File: src/rtl/pkg_common.sv
// Project-wide basic types shared by all accelerator blocks.
package pkg_common;
  localparam int WORD_W = 32;
  typedef logic [WORD_W-1:0] word_t;
endpackage

File: src/rtl/pkg_hd_cfg_arb.sv
// Shared defaults and types for the configuration-port arbiter.
package pkg_hd_cfg_arb;
  localparam int NUM_REQ_DEF         = 2;
  localparam int MAX_OUTSTANDING_DEF = 2;
  typedef logic [$clog2(NUM_REQ_DEF)-1:0] req_id_t;
endpackage

File: src/rtl/pkg_memory_mapping.sv
// Address types of the accelerator configuration space.
package pkg_memory_mapping;
  localparam int CFG_ADDR_W = 16;
  typedef logic [CFG_ADDR_W-1:0] cfg_addr_t;
endpackage

File: src/rtl/hd_cfg_id_fifo.sv
// In-order FIFO of requester IDs for granted but not yet answered transactions.
module hd_cfg_id_fifo #(
  parameter  int DEPTH = 2,
  parameter  int ID_W  = 1,
  localparam int CNT_W = $clog2(DEPTH + 1)
) (
  input  logic             clk_i,
  input  logic             rst_i,
  input  logic             push_i,
  input  logic [ID_W-1:0]  push_id_i,
  input  logic             pop_i,
  output logic [ID_W-1:0]  head_id_o,
  output logic             full_o,
  output logic             empty_o,
  output logic [CNT_W-1:0] count_o
);
  localparam int PTR_W = (DEPTH > 1) ? $clog2(DEPTH) : 1;

  logic [ID_W-1:0]  mem [DEPTH];
  logic [PTR_W-1:0] wr_ptr, rd_ptr;
  logic             do_push, do_pop;

  function automatic logic [PTR_W-1:0] nxt(input logic [PTR_W-1:0] p);
    return (p == PTR_W'(DEPTH - 1)) ? '0 : p + 1'b1;
  endfunction

  assign full_o    = (count_o == CNT_W'(DEPTH));
  assign empty_o   = (count_o == '0);
  assign do_pop    = pop_i && !empty_o;
  // A push into a full FIFO is fine when the head leaves in the same cycle.
  assign do_push   = push_i && (!full_o || pop_i);
  assign head_id_o = mem[rd_ptr];

  always_ff @(posedge clk_i or posedge rst_i) begin
    if (rst_i) begin
      wr_ptr  <= '0;
      rd_ptr  <= '0;
      count_o <= '0;
    end else begin
      if (do_push) wr_ptr <= nxt(wr_ptr);
      if (do_pop)  rd_ptr <= nxt(rd_ptr);
      count_o <= count_o + CNT_W'(do_push) - CNT_W'(do_pop);
    end
  end

  always_ff @(posedge clk_i) begin
    if (do_push) mem[wr_ptr] <= push_id_i;
  end
endmodule

File: src/rtl/hd_cfg_arbiter.sv
// Round-robin sharing of the accelerator cfg port between NUM_REQ masters,
// with in-order response routing and an outstanding-transaction limit.
module hd_cfg_arbiter
  import pkg_common::*;
  import pkg_memory_mapping::*;
  import pkg_hd_cfg_arb::*;
#(
  parameter int NUM_REQ         = NUM_REQ_DEF,
  parameter int MAX_OUTSTANDING = MAX_OUTSTANDING_DEF
) (
  input  logic                       clk_i,
  input  logic                       rst_i,
  input  logic      [NUM_REQ-1:0]    req_i,
  output logic      [NUM_REQ-1:0]    gnt_o,
  input  logic      [NUM_REQ-1:0]    wen_i,
  input  cfg_addr_t [NUM_REQ-1:0]    addr_i,
  input  word_t     [NUM_REQ-1:0]    wdata_i,
  output word_t                      rdata_o,
  output logic      [NUM_REQ-1:0]    rvalid_o,
  output logic                       cfg_req_o,
  output logic                       cfg_wen_o,
  output cfg_addr_t                  cfg_addr_o,
  output word_t                      cfg_wdata_o,
  input  logic                       cfg_gnt_i,
  input  logic                       cfg_rvalid_i,
  input  word_t                      cfg_rdata_i,
  output logic                       err_o
);
  localparam int ID_W  = $clog2(NUM_REQ);
  localparam int CNT_W = $clog2(MAX_OUTSTANDING + 1);
  typedef logic [ID_W-1:0] id_t;

  id_t              ptr, win_id, head_id;
  logic             win_vld, hs, pop;
  logic             fifo_full, fifo_empty;
  logic [CNT_W-1:0] cnt;

  // Find-first eligible requester starting at ptr; the registered fill level
  // gates eligibility, so a pop this cycle frees its slot only next cycle.
  always_comb begin
    int k;
    k       = 0;
    win_vld = 1'b0;
    win_id  = '0;
    for (int i = 0; i < NUM_REQ; i++) begin
      k = int'(ptr) + i;
      if (k >= NUM_REQ) k = k - NUM_REQ;
      if (!win_vld && !fifo_full && req_i[k]) begin
        win_vld = 1'b1;
        win_id  = id_t'(k);
      end
    end
  end

  assign cfg_req_o   = win_vld;
  assign cfg_wen_o   = win_vld ? wen_i[win_id]   : 1'b1;
  assign cfg_addr_o  = win_vld ? addr_i[win_id]  : '0;
  assign cfg_wdata_o = win_vld ? wdata_i[win_id] : '0;
  assign hs          = win_vld && cfg_gnt_i;
  assign pop         = cfg_rvalid_i && !fifo_empty;
  assign rdata_o     = pop ? cfg_rdata_i : '0;

  always_comb begin
    gnt_o    = '0;
    rvalid_o = '0;
    if (win_vld) gnt_o[win_id]   = cfg_gnt_i;
    if (pop)     rvalid_o[head_id] = 1'b1;
  end

  hd_cfg_id_fifo #(
    .DEPTH (MAX_OUTSTANDING),
    .ID_W  (ID_W)
  ) u_id_fifo (
    .clk_i     (clk_i),
    .rst_i     (rst_i),
    .push_i    (hs),
    .push_id_i (win_id),
    .pop_i     (pop),
    .head_id_o (head_id),
    .full_o    (fifo_full),
    .empty_o   (fifo_empty),
    .count_o   (cnt)
  );

  always_ff @(posedge clk_i or posedge rst_i) begin
    if (rst_i) begin
      ptr   <= '0;
      err_o <= 1'b0;
    end else begin
      if (hs) ptr <= (win_id == id_t'(NUM_REQ - 1)) ? '0 : win_id + 1'b1;
      if (cfg_rvalid_i && fifo_empty) err_o <= 1'b1;
    end
  end

  // The full flag and the fill level describe the same state.
  a_full_cnt : assert property (@(posedge clk_i) disable iff (rst_i)
    fifo_full == (cnt == CNT_W'(MAX_OUTSTANDING)));
endmodule

File: config.mk
export PLATFORM = sky130hd
export DESIGN_NAME = hd_cfg_arbiter
export DESIGN_NICKNAME = d
export VERILOG_FILES = /design/src/rtl/pkg_common.sv /design/src/rtl/pkg_hd_cfg_arb.sv /design/src/rtl/pkg_memory_mapping.sv /design/src/rtl/hd_cfg_id_fifo.sv /design/src/rtl/hd_cfg_arbiter.sv
export SDC_FILE = /design/constraint.sdc
export NUM_CORES = 1
export LEC_CHECK = 0
export ABC_AREA = 0
export CAP_MARGIN = 20
export CORE_AREA = 4 4 83 85
export DETAILED_ROUTE_END_ITERATION = 7
export DIE_AREA = 0 0 87 89
export PLACE_DENSITY = 0.91
export SLEW_MARGIN = 20
export SYNTH_ARGS = -nofsm -noshare
export SYNTH_HDL_FRONTEND = slang
export SYNTH_SLANG_ARGS = --single-unit
File: constraint.sdc
create_clock -name clk_i -period 3.1 [get_ports clk_i]
set_clock_uncertainty 0.2 [all_clocks]
set_input_delay 0.31 -clock clk_i [delete_from_list [all_inputs] [get_ports clk_i]]
set_output_delay 0.31 -clock clk_i [all_outputs]
set_load 0.02 [all_outputs]
# Word-level counts from Yosys, hierarchy flattened
# Memories as Yosys holds them, arrays and structs flattened.
# Cells that the tools add are included.
[classes]
muxes = 33
bitwise = 1
add_sub_neg = 8
order_cmp = 8
n_reduce_logical = 15
n_eq_ne = 1
[op_table]
columns = ["op", "count"]
rows = [
  ["$mux W32", 6],
  ["$lt A32 B3 Y1 const B", 2],
  ["$mux W16", 3],
  ["$mux W1", 20],
  ["$logic_and A1 B1 Y1", 10],
  ["$lt A1 B2 Y1 const B", 2],
  ["$mux W2", 2],
  ["$add A1 B1 Y1 const B", 3],
  ["$logic_not A1 Y1", 3],
  ["$sub A1 B2 Y3 const B", 1],
  ["$sub A2 B2 Y3 const B", 1],
  ["$add A1 B1 Y2 const B", 1],
  ["$add A2 B1 Y2", 1],
  ["$and A2 B2 Y2", 1],
  ["$demux W1 S1", 2],
  ["$eq A2 B2 Y1 const B", 1],
  ["$ge A1 B1 Y1 const B", 2],
  ["$ge A1 B2 Y1 const B", 1],
  ["$ge A2 B2 Y1 const B", 1],
  ["$logic_not A2 Y1", 1],
  ["$sub A2 B1 Y2", 1],
  ["$logic_or A1 B1 Y1", 1],
]
[word_totals]
ramBits = 2
regBits = 6
out_inout_bits = 87
elab_cells = 72
mem_count = 1
[memory_table]
columns = ["memory", "words", "word_bits", "rd", "rd_ports_with_merged_regs", "write_ports", "line_no", "text"]
rows = [
  ["u_id_fifo.mem", 2, 1, 1, 0, 1, "hd_cfg_id_fifo.sv:19", "logic [ID_W-1:0] mem [DEPTH];"],
]

# Depth between registers and ports, before layout
[logic_depth]
word_depth = 17
depth_mapped = 6
mapped_depth_nobuf = 5

# Hierarchy
# A second synthesis with hierarchy kept.
[unflattened]
cells_unflattened = 202
area_unflattened_um2 = 1397.6
[modules_own_cells]
columns = ["mod", "instances", "area_each_um2", "cells_each", "seq_area_each_um2"]
rows = [
  ["hd_cfg_arbiter", 1, 1081.0, 177, 50.0],
  ["hd_cfg_id_fifo", 1, 316.6, 25, 160.2],
]

# Least setup slack after synthesis
# OpenSTA, ideal clock, no wires.
[synth_path]
path_kind = "reg-to-reg"
start = "reg u_id_fifo.count_o[1]"
end = "reg u_id_fifo.count_o[1]"
path_slack_ns = 1.304
t_required_ns = 2.775
arrival_time_ns = 1.471
setup_ns = 0.125
path_stages_with_launch = 7
synth_period_minus_slack_ns = 1.796
path_cell_list = "dfrtp_1 -> o21ai_2 -> inv_1 -> buf_2 -> ha_1 -> nand4b_1 -> xnor2_1"
[synth_lines]
columns = ["item", "line_no", "text"]
rows = [
  ["start: declaration", "hd_cfg_id_fifo.sv:15", "output logic [CNT_W-1:0] count_o"],
  ["start signal: assignment", "hd_cfg_id_fifo.sv:42", "count_o <= count_o + CNT_W'(do_push) - CNT_W'(do_pop);"],
  ["$logic_not A2 Y1 *", "hd_cfg_id_fifo.sv:28", "assign empty_o = (count_o == '0);"],
  ["$logic_not A1 Y1 *", "hd_cfg_id_fifo.sv:29, hd_cfg_arbiter.sv:60", ""],
  ["$logic_and A1 B1 Y1", "hd_cfg_arbiter.sv:60", "assign pop = cfg_rvalid_i && !fifo_empty;"],
  ["$logic_and A1 B1 Y1 *", "hd_cfg_id_fifo.sv:29", "assign do_pop = pop_i && !empty_o;"],
  ["via u_id_fifo.do_pop", "hd_cfg_id_fifo.sv:21", "logic do_push, do_pop;"],
  ["$sub A2 B1 Y2 *", "hd_cfg_id_fifo.sv:42", ""],
]
# The timed path passes the listed nets; every way through them passes the cells marked *.
# A chain may end at the register's enable or synchronous reset.

# Final worst setup path
[layout_path]
start = "in req_i[1]"
end = "out cfg_addr_o[6]"
[layout_via]
elab_chain_len = 12
[layout_rtl]
columns = ["item", "line_no", "text"]
rows = [
  ["start: declaration", "hd_cfg_arbiter.sv:13", "input logic [NUM_REQ-1:0] req_i,"],
  ["$mux W1 (implied by the code) (3 in series)", "hd_cfg_arbiter.sv:48", "if (!win_vld && !fifo_full && req_i[k]) begin"],
  ["$logic_and A1 B1 Y1", "hd_cfg_arbiter.sv:48", ""],
  ["$mux W1", "hd_cfg_arbiter.sv:48", ""],
  ["$logic_not A1 Y1", "hd_cfg_arbiter.sv:48", ""],
  ["$logic_and A1 B1 Y1 (2 in series)", "hd_cfg_arbiter.sv:48", ""],
  ["$mux W1", "hd_cfg_arbiter.sv:48", ""],
  ["$mux W16 (implied by the code) (2 in series)", "hd_cfg_arbiter.sv:57", "assign cfg_addr_o = win_vld ? addr_i[win_id] : '0;"],
  ["$mux W16 *", "hd_cfg_arbiter.sv:57", ""],
  ["end: declaration", "hd_cfg_arbiter.sv:22", "output cfg_addr_t cfg_addr_o,"],
]
# Mark *: on every way between the ends. The rest lies on a longest branch, timed or not. The select of a mux whose other input is x is not followed.

==> run_results.csv <==
group,metric,value,unit
yosys,syn-cell-area,1310,um^2
global_routing,track_usage,0.170,
floorplanning,die_area,7740,um^2
floorplanning,io_pins,223,
clocking,postCtsSetupBuffers,0,
layout,nets,493,
clocking,htreeDepth,1,
floorplanning,coreArea,6200,um^2
detailed_routing,vias_per_cell,4.77,
detailed_routing,ant_nets,0,
layout,final_common_cell,"clkdlybuf4s50_1",
yosys,synthTopCellsByArea,"o221a_2 40%, and2_1 15%, dfrtp_1 11%",
yosys,synth_fa_ha_area_frac,0.00956,
clocking,cts.clk_slew.worst_paths,0.04,ns
clocking,cts_tree,"done",
yosys,yosys_warnings,0,
clocking,cts_root_buf,"clkbuf_8",
layout,most-common-layout-cells,"222 x clkdlybuf4s50_1, 47 x o221a_2, 32 x and2_1, 6 x dfrtp_1, 5 x nor2_1",
clocking,clock_path_buffers,2,
sta,maxSlewHeadroom,0.804,
sta,worst_slack,0.297,ns
setup_path,cp-end-kind,"output port",
flow_run,cap_viol_max_count,0,
setup_path,worstPathRequired,2.59,ns
setup_path,critPathArrivalTime,2.29,ns
floorplanning,rows,29,
layout,final_area,3610,um^2
detailed_routing,firstDrtPassIters,4,
sta,rsz0062_at_grt,"no",
setup_path,crit_slowest_cell,"clkdlybuf4s50_1",
global_routing,grt_max_degree,48,
yosys,ys_types,31,
yosys,yosysSeqAreaShare,0.161,
yosys,synth_compound_area_frac,0.432,
setup_path,critical_path.startpoint,"req_i[1]",
layout,fill_cells,507,
setup_path,cp_max_fo,44,
global_routing,gr-total-overflow,0,
setup_path,startpoint_type,"primary input",
placement,dp_slack,0.310,ns
sta,fmax,357,MHz
sta,hold_viol,0,
setup_path,path_cells,"clkdlybuf4s50_1 -> or2_4 -> nand2_2 -> inv_2 -> buf_12 -> o221a_2 -> clkdlybuf4s50_1",
sta,setup_viol,0,
detailed_routing,drcViolationCount,0,
floorplanning,start_util,0.211,
layout,n_antenna_cell,0,
yosys,yosysTopAreaCellShare,0.404,
sta,fin_crit_sh,0.904,
detailed_routing,vias,2054,
yosys,synthMuxAreaShare,0.0163,
global_routing,grt_pass1_vias,2149,
worst_hold_path,hold_class,"in2async",
yosys,synth_top_cell_by_area,"o221a_2",
power,ir_drop,0.000353,V
setup_path,crit_top_cell,"clkdlybuf4s50_1",
clocking,cts-resized-gates,0,
setup_path,critPathTopFamily,"buffers and inverters",
floorplanning,die_w,87,um
power,p_leak,0.00137,uW
layout,syn_to_final_growth,176,%
setup_path,crit_buf_inv,4,
placement,gp_congestion,0.770,
clocking,cts_buffers,3,
placement,dp_hpwl,6180,um
detailed_routing,wl,7260,um
power,cellPowerDensity,654,nW/um^2
yosys,syn-num-nets,279,
global_routing,grt_pass1_wl,10400,um
layout,layout-drive-gt1-share,0.181,
yosys,synth-simple-area-share,0.236,
global_routing,antenna_found_initial,0,
run_status,status,"finished clean",
yosys,syn_avg_cell_area,9.22,um^2
clocking,worstSkewPairLatency,0.22,ns
yosys,synthCells,142,
placement,io_buffers,222,
setup_path,regToRegStartpoint,"u_id_fifo.count_o[1]",
floorplanning,fp.dieH,89,um
setup_path,crit_type,"in2out",
yosys,ys_ff_latch,8,
sta,slew_violations,0,
sta,fin_crit,2.80,ns
sta,worst_pin_slew,0.293,ns
placement,detailed_place.area,3570,um^2
sta,fin_tns_setup,0,ns
clocking,cts_hold_buf,0,
detailed_routing,wl_per_cell,16.8,um
yosys,synth_top_family_by_area,"compound AO/OA/AOI/OAI gates",
yosys,synth_xor_area_frac,0.0335,
clocking,cts_sinks,8,
detailed_routing,drt_iter0_drc,56,
setup_path,cp_slowest_stage_delay,0.62,ns
-- Yosys cell counts --
cell      number
and2_1        32
clkbuf_1       2
mux2i_1        1
buf_6          5
ha_1           1
and3_1         1
nand3_1        2
edfxtp_1       2
inv_1          4
o21ai_2        1
nand2_1        1
dfrtp_1        6
o21ai_0        1
nand2_2        1
a21oi_1        1
nand3_2        1
nand2b_1       1
buf_4          2
o221a_2       47
inv_2          2
or2_4          1
buf_2          9
mux2_2         1
xor2_1         2
a221o_1        1
nor2b_1        2
xnor2_1        3
nor2_1         6
nand4b_1       1
a21o_1         1
nand2b_4       1
-- metal layers --
layer  global-route usage  vias up  share of wire
li1                     -      987              -
met1                0.155      905           0.30
met2                0.320      146           0.52
met3               0.0894       16           0.15
met4               0.0623        0          0.029
met5                    0        -              0
-- worst paths after layout --
kind / to / slack, ns / cells after the start
max: cfg_addr_o[6] / 0.30 / 7
min: u_id_fifo.rd_ptr / 0.11 / 2
max reg2reg: u_id_fifo.count_o[1] / 1.35 / 5
min reg2reg: err_o / 0.25 / 1
max in group asynchronous: ptr / 2.39 / 2
min in group clk_i: err_o / 0.25 / 1
-- stage by stage --
| step | cells | util | hold slack (ns) | power, uW |
|---|---|---|---|---|
| after floorplan | 142 | - | -0.0990 | 1340 |
| after global placement | 428 | 0.576 | 0.243 | 2250 |
| after detailed placement | 428 | 0.576 | 0.246 | 2260 |
| after CTS | 431 | 0.583 | 0.120 | 2390 |
| after global routing | 431 | 0.583 | 0.148 | 2520 |
| final | 431 | 0.583 | 0.111 | 2360 |
-- area by class of cell --
class                   instances  area [um^2]  share of cell area
clock buffers                   3         41.3              0.0114
inverters                       6         22.5             0.00623
multi-input cells             110          960               0.265
flip-flops and latches          8          210              0.0582
well taps                      77         96.3              0.0267
repair buffers                227         2280               0.632
-- sequential cells by signal, indices dropped and copies added (netlist names) --
name	flops
u_id_fifo.rd_ptr	1
u_id_fifo.count_o	2
err_o	1
u_id_fifo.wr_ptr	1
ptr	1
u_id_fifo.mem	2
-- report_power, final --
| part | switching [uW] | internal, uW | total (uW) |
|---|---|---|---|
| Clock | 34.1 | 83.5 | 118 |
| Combinational | 966 | 1090 | 2060 |
| Sequential | 37.4 | 154 | 191 |
| Total | 1040 | 1330 | 2360 |
-- logic make-up (layout without fill, tap and decap cells) --
kind of cell,count (synthesis),after routing
AO/OA/AOI/OAI,52,52
buffers and inverters,24,236
AND/OR/NAND/NOR,50,50
XOR/XNOR,5,5
adder cells (fa/ha/maj),1,1
multiplexers,2,2
flip-flops,8,8
Note: power is estimated with default switching activity, not from simulation.
